$ cat config.mk
export PLATFORM = sky130hd
export DESIGN_NAME = openofdm_tx_sched
export DESIGN_NICKNAME = d
export VERILOG_FILES = /design/src/rtl/openofdm_tx_sched.sv
export SDC_FILE = /design/constraint.sdc
export NUM_CORES = 1
export LEC_CHECK = 0
export CORE_MARGIN = 2
export CORE_UTILIZATION = 45
export DETAILED_ROUTE_END_ITERATION = 10
export GPL_ROUTABILITY_DRIVEN = 0
export PLACE_DENSITY = 0.69
export SLEW_MARGIN = 20
export SYNTH_ARGS = -nofsm -noshare
export SYNTH_HDL_FRONTEND = slang
export SYNTH_SLANG_ARGS = --single-unit
$ cat constraint.sdc
create_clock -name clk -period 3.9 [get_ports clk]
set_input_delay 1.17 -clock clk [delete_from_list [all_inputs] [get_ports clk]]
set_output_delay 1.17 -clock clk [all_outputs]
set_load 0.02 [all_outputs]
$ cat src/rtl/openofdm_tx_sched.sv
// -----------------------------------------------------------------------------
// openofdm_tx_sched
// Transmit scheduler in front of the OpenOFDM TX core. Up to four requesters
// raise level-held requests; the scheduler grants one at a time round-robin,
// kicks the core with a start pulse, supervises the started/done handshake
// with timeouts, resets the core after a timeout and enforces an idle gap
// between packets. It also supplies a fresh data-scrambler seed per packet
// and keeps packet/error counters.
//
// Ports
//   clk                    : 100 MHz clock, rising edge
//   phy_tx_rst             : synchronous active-high reset
//   sched_en               : scheduler enable (blocks new grants only)
//   gap_cycles[15:0]       : idle cycles inserted after each packet/recovery
//   tx_req[3:0]            : per-requester request, level-held
//   tx_grant[3:0]          : one-hot grant, held for the whole packet
//   tx_ack[3:0]            : one-cycle completion pulse on the granted bit
//   tx_err                 : one-cycle pulse when a timeout fires
//   phy_tx_start           : one-cycle start pulse to the TX core
//   phy_tx_started         : core reports TX has begun
//   phy_tx_done            : core reports end of packet
//   core_rst               : reset pulse to the TX core after a timeout
//   init_data_scram_state  : per-packet scrambler seed (never zero)
//   pkt_cnt[15:0]          : completed packets, wraps
//   err_cnt[7:0]           : timeouts, saturates at 0xFF
// -----------------------------------------------------------------------------
module openofdm_tx_sched #(
    parameter int START_TIMEOUT = 200,
    parameter int DONE_TIMEOUT  = 400000,
    parameter int RST_CYCLES    = 8
) (
    input  logic        clk,
    input  logic        phy_tx_rst,
    input  logic        sched_en,
    input  logic [15:0] gap_cycles,
    input  logic [3:0]  tx_req,
    output logic [3:0]  tx_grant,
    output logic [3:0]  tx_ack,
    output logic        tx_err,
    output logic        phy_tx_start,
    input  logic        phy_tx_started,
    input  logic        phy_tx_done,
    output logic        core_rst,
    output logic [6:0]  init_data_scram_state,
    output logic [15:0] pkt_cnt,
    output logic [7:0]  err_cnt
);

    typedef enum logic [2:0] {
        IDLE,
        WAIT_STARTED,
        WAIT_DONE,
        RECOVER,
        GAP
    } state_t;

    // The timer is compared against the last cycle of each window so that a
    // window of N cycles ends when the timer reads N-1.
    localparam logic [31:0] START_LAST = START_TIMEOUT - 1;
    localparam logic [31:0] DONE_LAST  = DONE_TIMEOUT - 1;
    localparam logic [31:0] RST_LAST   = RST_CYCLES - 1;

    state_t      r_state;
    logic [3:0]  r_grant;
    logic [3:0]  r_ack;
    logic        r_err;
    logic        r_start;
    logic        r_core_rst;
    logic [6:0]  r_seed;
    logic [15:0] r_pkt_cnt;
    logic [7:0]  r_err_cnt;
    logic [1:0]  r_rr_ptr;
    logic [31:0] r_timer;
    logic [15:0] r_gap_len;

    state_t      w_state_nx;
    logic [3:0]  w_grant_nx;
    logic [3:0]  w_ack_nx;
    logic        w_err_nx;
    logic        w_start_nx;
    logic        w_core_rst_nx;
    logic [6:0]  w_seed_nx;
    logic [15:0] w_pkt_cnt_nx;
    logic [7:0]  w_err_cnt_nx;
    logic [1:0]  w_rr_ptr_nx;
    logic [31:0] w_timer_nx;
    logic [15:0] w_gap_len_nx;

    logic        w_found;
    logic [1:0]  w_sel_idx;
    logic        w_complete;
    logic        w_timeout;
    logic        w_leave;
    logic [31:0] w_gap_last;

    assign w_gap_last = {16'd0, r_gap_len - 16'd1};

    // Round-robin search starting at r_rr_ptr. The loop runs from the
    // farthest offset down so the nearest requesting index is written last
    // and therefore wins.
    always_comb begin
        w_found   = 1'b0;
        w_sel_idx = r_rr_ptr;
        for (int i = 3; i >= 0; i--) begin
            if (tx_req[r_rr_ptr + 2'(i)]) begin
                w_found   = 1'b1;
                w_sel_idx = r_rr_ptr + 2'(i);
            end
        end
    end

    // Next-state and next-output logic. Completion and timeout are flagged
    // per state and then applied in one place so that every path that ends
    // a packet behaves identically. Completion is checked before timeout,
    // which gives phy_tx_done priority over an expiring timer.
    always_comb begin
        w_state_nx    = r_state;
        w_grant_nx    = r_grant;
        w_ack_nx      = 4'b0000;
        w_err_nx      = 1'b0;
        w_start_nx    = 1'b0;
        w_core_rst_nx = 1'b0;
        w_seed_nx     = r_seed;
        w_pkt_cnt_nx  = r_pkt_cnt;
        w_err_cnt_nx  = r_err_cnt;
        w_rr_ptr_nx   = r_rr_ptr;
        w_timer_nx    = r_timer + 32'd1;
        w_gap_len_nx  = r_gap_len;
        w_complete    = 1'b0;
        w_timeout     = 1'b0;
        w_leave       = 1'b0;

        case (r_state)
            IDLE: begin
                w_timer_nx = 32'd0;
                if (sched_en && w_found) begin
                    w_grant_nx  = 4'b0001 << w_sel_idx;
                    w_start_nx  = 1'b1;
                    w_rr_ptr_nx = w_sel_idx + 2'd1;
                    w_state_nx  = WAIT_STARTED;
                end
            end
            WAIT_STARTED: begin
                if (phy_tx_started && phy_tx_done) begin
                    w_complete = 1'b1;
                end else if (phy_tx_started) begin
                    w_state_nx = WAIT_DONE;
                    w_timer_nx = 32'd0;
                end else if (r_timer == START_LAST) begin
                    w_timeout = 1'b1;
                end
            end
            WAIT_DONE: begin
                if (phy_tx_done) begin
                    w_complete = 1'b1;
                end else if (r_timer == DONE_LAST) begin
                    w_timeout = 1'b1;
                end
            end
            RECOVER: begin
                if (r_timer == RST_LAST) begin
                    w_leave = 1'b1;
                end else begin
                    w_core_rst_nx = 1'b1;
                end
            end
            GAP: begin
                if (r_timer == w_gap_last) begin
                    w_state_nx = IDLE;
                    w_timer_nx = 32'd0;
                end
            end
            default: begin
                w_state_nx = IDLE;
                w_grant_nx = 4'b0000;
            end
        endcase

        if (w_complete) begin
            w_ack_nx     = r_grant;
            w_pkt_cnt_nx = r_pkt_cnt + 16'd1;
            w_seed_nx    = {r_seed[5:0], r_seed[6] ^ r_seed[3]};
            w_grant_nx   = 4'b0000;
            w_leave      = 1'b1;
        end

        if (w_timeout) begin
            w_err_nx      = 1'b1;
            w_err_cnt_nx  = (r_err_cnt == 8'hFF) ? r_err_cnt : r_err_cnt + 8'd1;
            w_grant_nx    = 4'b0000;
            w_core_rst_nx = 1'b1;
            w_state_nx    = RECOVER;
            w_timer_nx    = 32'd0;
        end

        // The gap length is latched here so a config change mid-gap has no
        // effect on the gap already running.
        if (w_leave) begin
            w_timer_nx   = 32'd0;
            w_gap_len_nx = gap_cycles;
            w_state_nx   = (gap_cycles == 16'd0) ? IDLE : GAP;
        end
    end

    // State register with synchronous reset; reset abandons any packet in
    // flight without producing an ack or error pulse.
    always_ff @(posedge clk) begin
        if (phy_tx_rst) begin
            r_state    <= IDLE;
            r_grant    <= 4'b0000;
            r_ack      <= 4'b0000;
            r_err      <= 1'b0;
            r_start    <= 1'b0;
            r_core_rst <= 1'b0;
            r_seed     <= 7'h7F;
            r_pkt_cnt  <= 16'd0;
            r_err_cnt  <= 8'd0;
            r_rr_ptr   <= 2'd0;
            r_timer    <= 32'd0;
            r_gap_len  <= 16'd0;
        end else begin
            r_state    <= w_state_nx;
            r_grant    <= w_grant_nx;
            r_ack      <= w_ack_nx;
            r_err      <= w_err_nx;
            r_start    <= w_start_nx;
            r_core_rst <= w_core_rst_nx;
            r_seed     <= w_seed_nx;
            r_pkt_cnt  <= w_pkt_cnt_nx;
            r_err_cnt  <= w_err_cnt_nx;
            r_rr_ptr   <= w_rr_ptr_nx;
            r_timer    <= w_timer_nx;
            r_gap_len  <= w_gap_len_nx;
        end
    end

    assign tx_grant              = r_grant;
    assign tx_ack                = r_ack;
    assign tx_err                = r_err;
    assign phy_tx_start          = r_start;
    assign core_rst              = r_core_rst;
    assign init_data_scram_state = r_seed;
    assign pkt_cnt               = r_pkt_cnt;
    assign err_cnt               = r_err_cnt;

endmodule
==> results.md <==
* Status: complete, no violations
* Gr ovfl total at 0
* Reg2reg start: r_gap_len[0]$_SDFFE_PP0P_
* Final Hold Fails at 0
* Finished Cell Area at about 5800 sq um
* Resized Gates After CTS at 0
* Setup slack, reg-to-reg at 700 ps
* CTS Sinks at 95
* Power Total at roughly 2000 uW
* WL/cell at 14.2 um
* Leakage at 0.00204 uW
* Top cell type's share of synthesized area at 0.394
* Vias at 4140
* Peak supply drop at between 150 and 200 uV
* CP Capture Type: flip-flop
* Rel. slew slack at 0.486
* CP arrival at 3460 ps
* Layout Area Growth over Synthesis at 19.7%
* First-pass GRT wire length at 18300 um
* Syn nets at 613
* Worst hold start: tx_grant[1]$_SDFFE_PP0P_
* Seq. cell area at 1900 sq um
* Clock root buffer: clkbuf_8
* Clk buf depth at 2
* Setup violators final at 0
* Full die area at approximately 12000 sq um
* Initial Utilization at 0.465
* DRC at 0
* Hold Crit Class: flip-flop to flip-flop
* Die W at 108 um
* Max-cap violations at 0
* Final ANT Viol Nets at 0
* R2R depth at 10
* Reg-to-Reg End: r_timer[17]$_SDFF_PP0_
* Via density at 5.32
* EDFF count, synth at 0
* Fraction of layout cells with a size suffix above 1 at 0.0530
* HPWL Detailed at 7990 um
* CTS Buf Count at 9
* Filler instances at 922
* Post-CTS setup buffer count at 0
* Tot GR Track Use at 0.198
* Antenna fix cells at 0
* Initial antenna violation count at 0
* Worst-margin pin slew at 765 ps
* Crit path time final at 3200 ps
* Hold Buf Count CTS at 0
* Hold-critical path depth at 2
* Yosys warnings at 0
* Req. time, crit path at 4160 ps
* H-tree depth at 3
* Port Buffer Count at 66
* CTS tree: yes
* Placed cell count at 761
* Yosys cell types at 59
* FFs w/ async S/R, synth at 0
* Initial DRC count at 226
* CTS clk-pin slew, worst paths at 90 ps
* Setup TNS at 0 ps
* Final period util at 0.820
* Multi-input logic area at 2740 sq um
* Post-DP Area at 5590 sq um
* CP Launch Type: flip-flop
* Post-Syn Area at 4830 sq um
* Finished Layout Cells at approximately 780
* Critical path class: flip-flop to flip-flop
* CP Max Fanout at 32
* Die Ht at around 110 um
* Ports at 67
* Synthesized flop and latch total at 95
* Slew Viols, Final at 0
* Pwr dens at around 340 nW/um^2
* DRT Pass-1 Iters at 5
* Core Region at 10400 sq um
* Maximum operating frequency at about 310 MHz
* Cells after Synth at 580
* Largest area contributor in the netlist: dfxtp_1
* Hold path endpoint: tx_grant[1]$_SDFFE_PP0P_
* Top FF cell, synth: dfxtp_1
* Drt total wl at 11000 um
* Largest net degree at the start of global routing at 57
* Mean Syn Cell Area at 8.32 sq um
* Worst-Skew Late Latency at 370 ps
* Final setup skew at 8.81 ps
* Unrepaired setup endpoints after global routing: no
* Register area share after synthesis at 0.394
* Vias in the first global route at 3865
* Rows at 37
* NumNets Final at 670
* Top cells by area, synth: dfxtp_1 (39%), nor2_1 (8.2%), xor2_1 (6.2%)
Yosys cell counts, drive strengths merged (7+ instances only):
cell / number
nand2: 42
xnor2: 29
buf: 7
xor2: 34
a211oi: 7
dfxtp: 95
inv: 15
nor3: 12
and3: 12
clkbuf: 20
ha: 8
nand3: 31
mux2i: 15
nor2b: 8
nand4: 16
o21ai: 9
nor4: 20
nor2: 105
or4: 7
a21oi: 21
nand3b: 8
how the worst max path moves through the flow:
stage / to / cells past startpoint / slack (ps) / startpoint
4_1_cts: r_state[2]$_SDFFE_PP0P_ / 8 / 480 / r_timer[0]$_SDFF_PP0_
3_5_place_dp: err_cnt[3]$_SDFFE_PP0P_ / 7 / 330 / phy_tx_done
5_1_grt: err_cnt[3]$_SDFFE_PP0P_ / 7 / 510 / phy_tx_done
6_report: r_timer[17]$_SDFF_PP0_ / 10 / 700 / r_gap_len[0]$_SDFFE_PP0P_
3_3_place_gp: err_cnt[3]$_SDFFE_PP0P_ / 7 / 410 / phy_tx_done
2_1_floorplan: err_cnt[3]$_SDFFE_PP0P_ / 6 / 950 / phy_tx_done
metal layers:
metal  wire length (um)  global-route usage  vias up
met1               5340               0.259     1897
met5                  0                   0        -
met3                512              0.0478       17
li1                   -                   -     2138
met2               4970               0.304       88
met4                209              0.0971        0
logic make-up (layout without fill, tap and decap cells):
kind of cell / after synthesis / after routing / synth area share
simple gates: 291 / 291 / 0.306
xor+xnor: 63 / 63 / 0.114
mux: 16 / 16 / 0.0334
buf+inv: 42 / 104 / 0.0402
compound gates: 65 / 65 / 0.0907
fa+ha+maj: 8 / 8 / 0.0207
flops: 95 / 95 / 0.394
worst max-delay path, stage by stage, from the launching register on:
cell and delay (ps):
dfxtp_1 370, inv_1 100, ha_1 250, or3b_2 550, or4_1 530, a211oi_1 270
nor3_1 100, nor4_2 420, a21bo_2 230, buf_12 180, nor2_1 70
cell type report:
| class | count | share of cell area |
|---|---|---|
| tap | 136 | 0.0295 |
| clock inverter | 3 | 0.00303 |
| sequential | 95 | 0.329 |
| clock buffer | 13 | 0.0275 |
| multi-input combinational | 443 | 0.475 |
| timing repair buffer | 73 | 0.126 |
| inverter | 15 | 0.00975 |
power breakdown:
| group | total, uW | switching [uW] | internal (uW) |
|---|---|---|---|
| registers | 1040 | 38.9 | 997 |
| logic | 329 | 176 | 153 |
| clock network | 595 | 330 | 265 |
| total | 1960 | 544 | 1420 |
sequential cells by signal, summed over array words and instances (netlist names), 2 cells and up:
name / count
err_cnt: 8
init_data_scram_state: 7
pkt_cnt: 16
r_gap_len: 16
r_rr_ptr: 2
r_state: 3
r_timer: 32
tx_ack: 4
tx_grant: 4
cells in the final DEF, fill, tap and decap left out, types with 3 or more instances in the layout:
| cell type | count |
|---|---|
| nor2_1 | 105 |
| clkdlybuf4s50_1 | 65 |
| dfxtp_1 | 95 |
| or3_1 | 5 |
| xor2_1 | 34 |
| a211oi_1 | 7 |
| nor4_1 | 17 |
| or4_1 | 6 |
| nor2b_1 | 8 |
| and2_1 | 6 |
| o211ai_1 | 3 |
| ha_1 | 8 |
| xnor2_1 | 29 |
| buf_4 | 5 |
| nand4_1 | 16 |
| and4_1 | 5 |
| clkbuf_8 | 11 |
| and3_1 | 12 |
| nand2b_1 | 6 |
| inv_1 | 15 |
| o21ai_0 | 8 |
| nor3_1 | 12 |
| a21oi_1 | 21 |
| nand3_1 | 31 |
| nand3b_1 | 8 |
| nand2_1 | 42 |
| mux2i_1 | 15 |
| a211o_1 | 3 |
stage by stage:
step	hold slack [ps]	setup WS (ps)	utilization
2_1_floorplan	464	947	-
3_3_place_gp	464	407	0.539
3_5_place_dp	473	327	0.539
4_1_cts	485	483	0.556
5_1_grt	507	506	0.557
6_report	477	701	0.557
No activity file was read; power rests on OpenSTA's default activity.
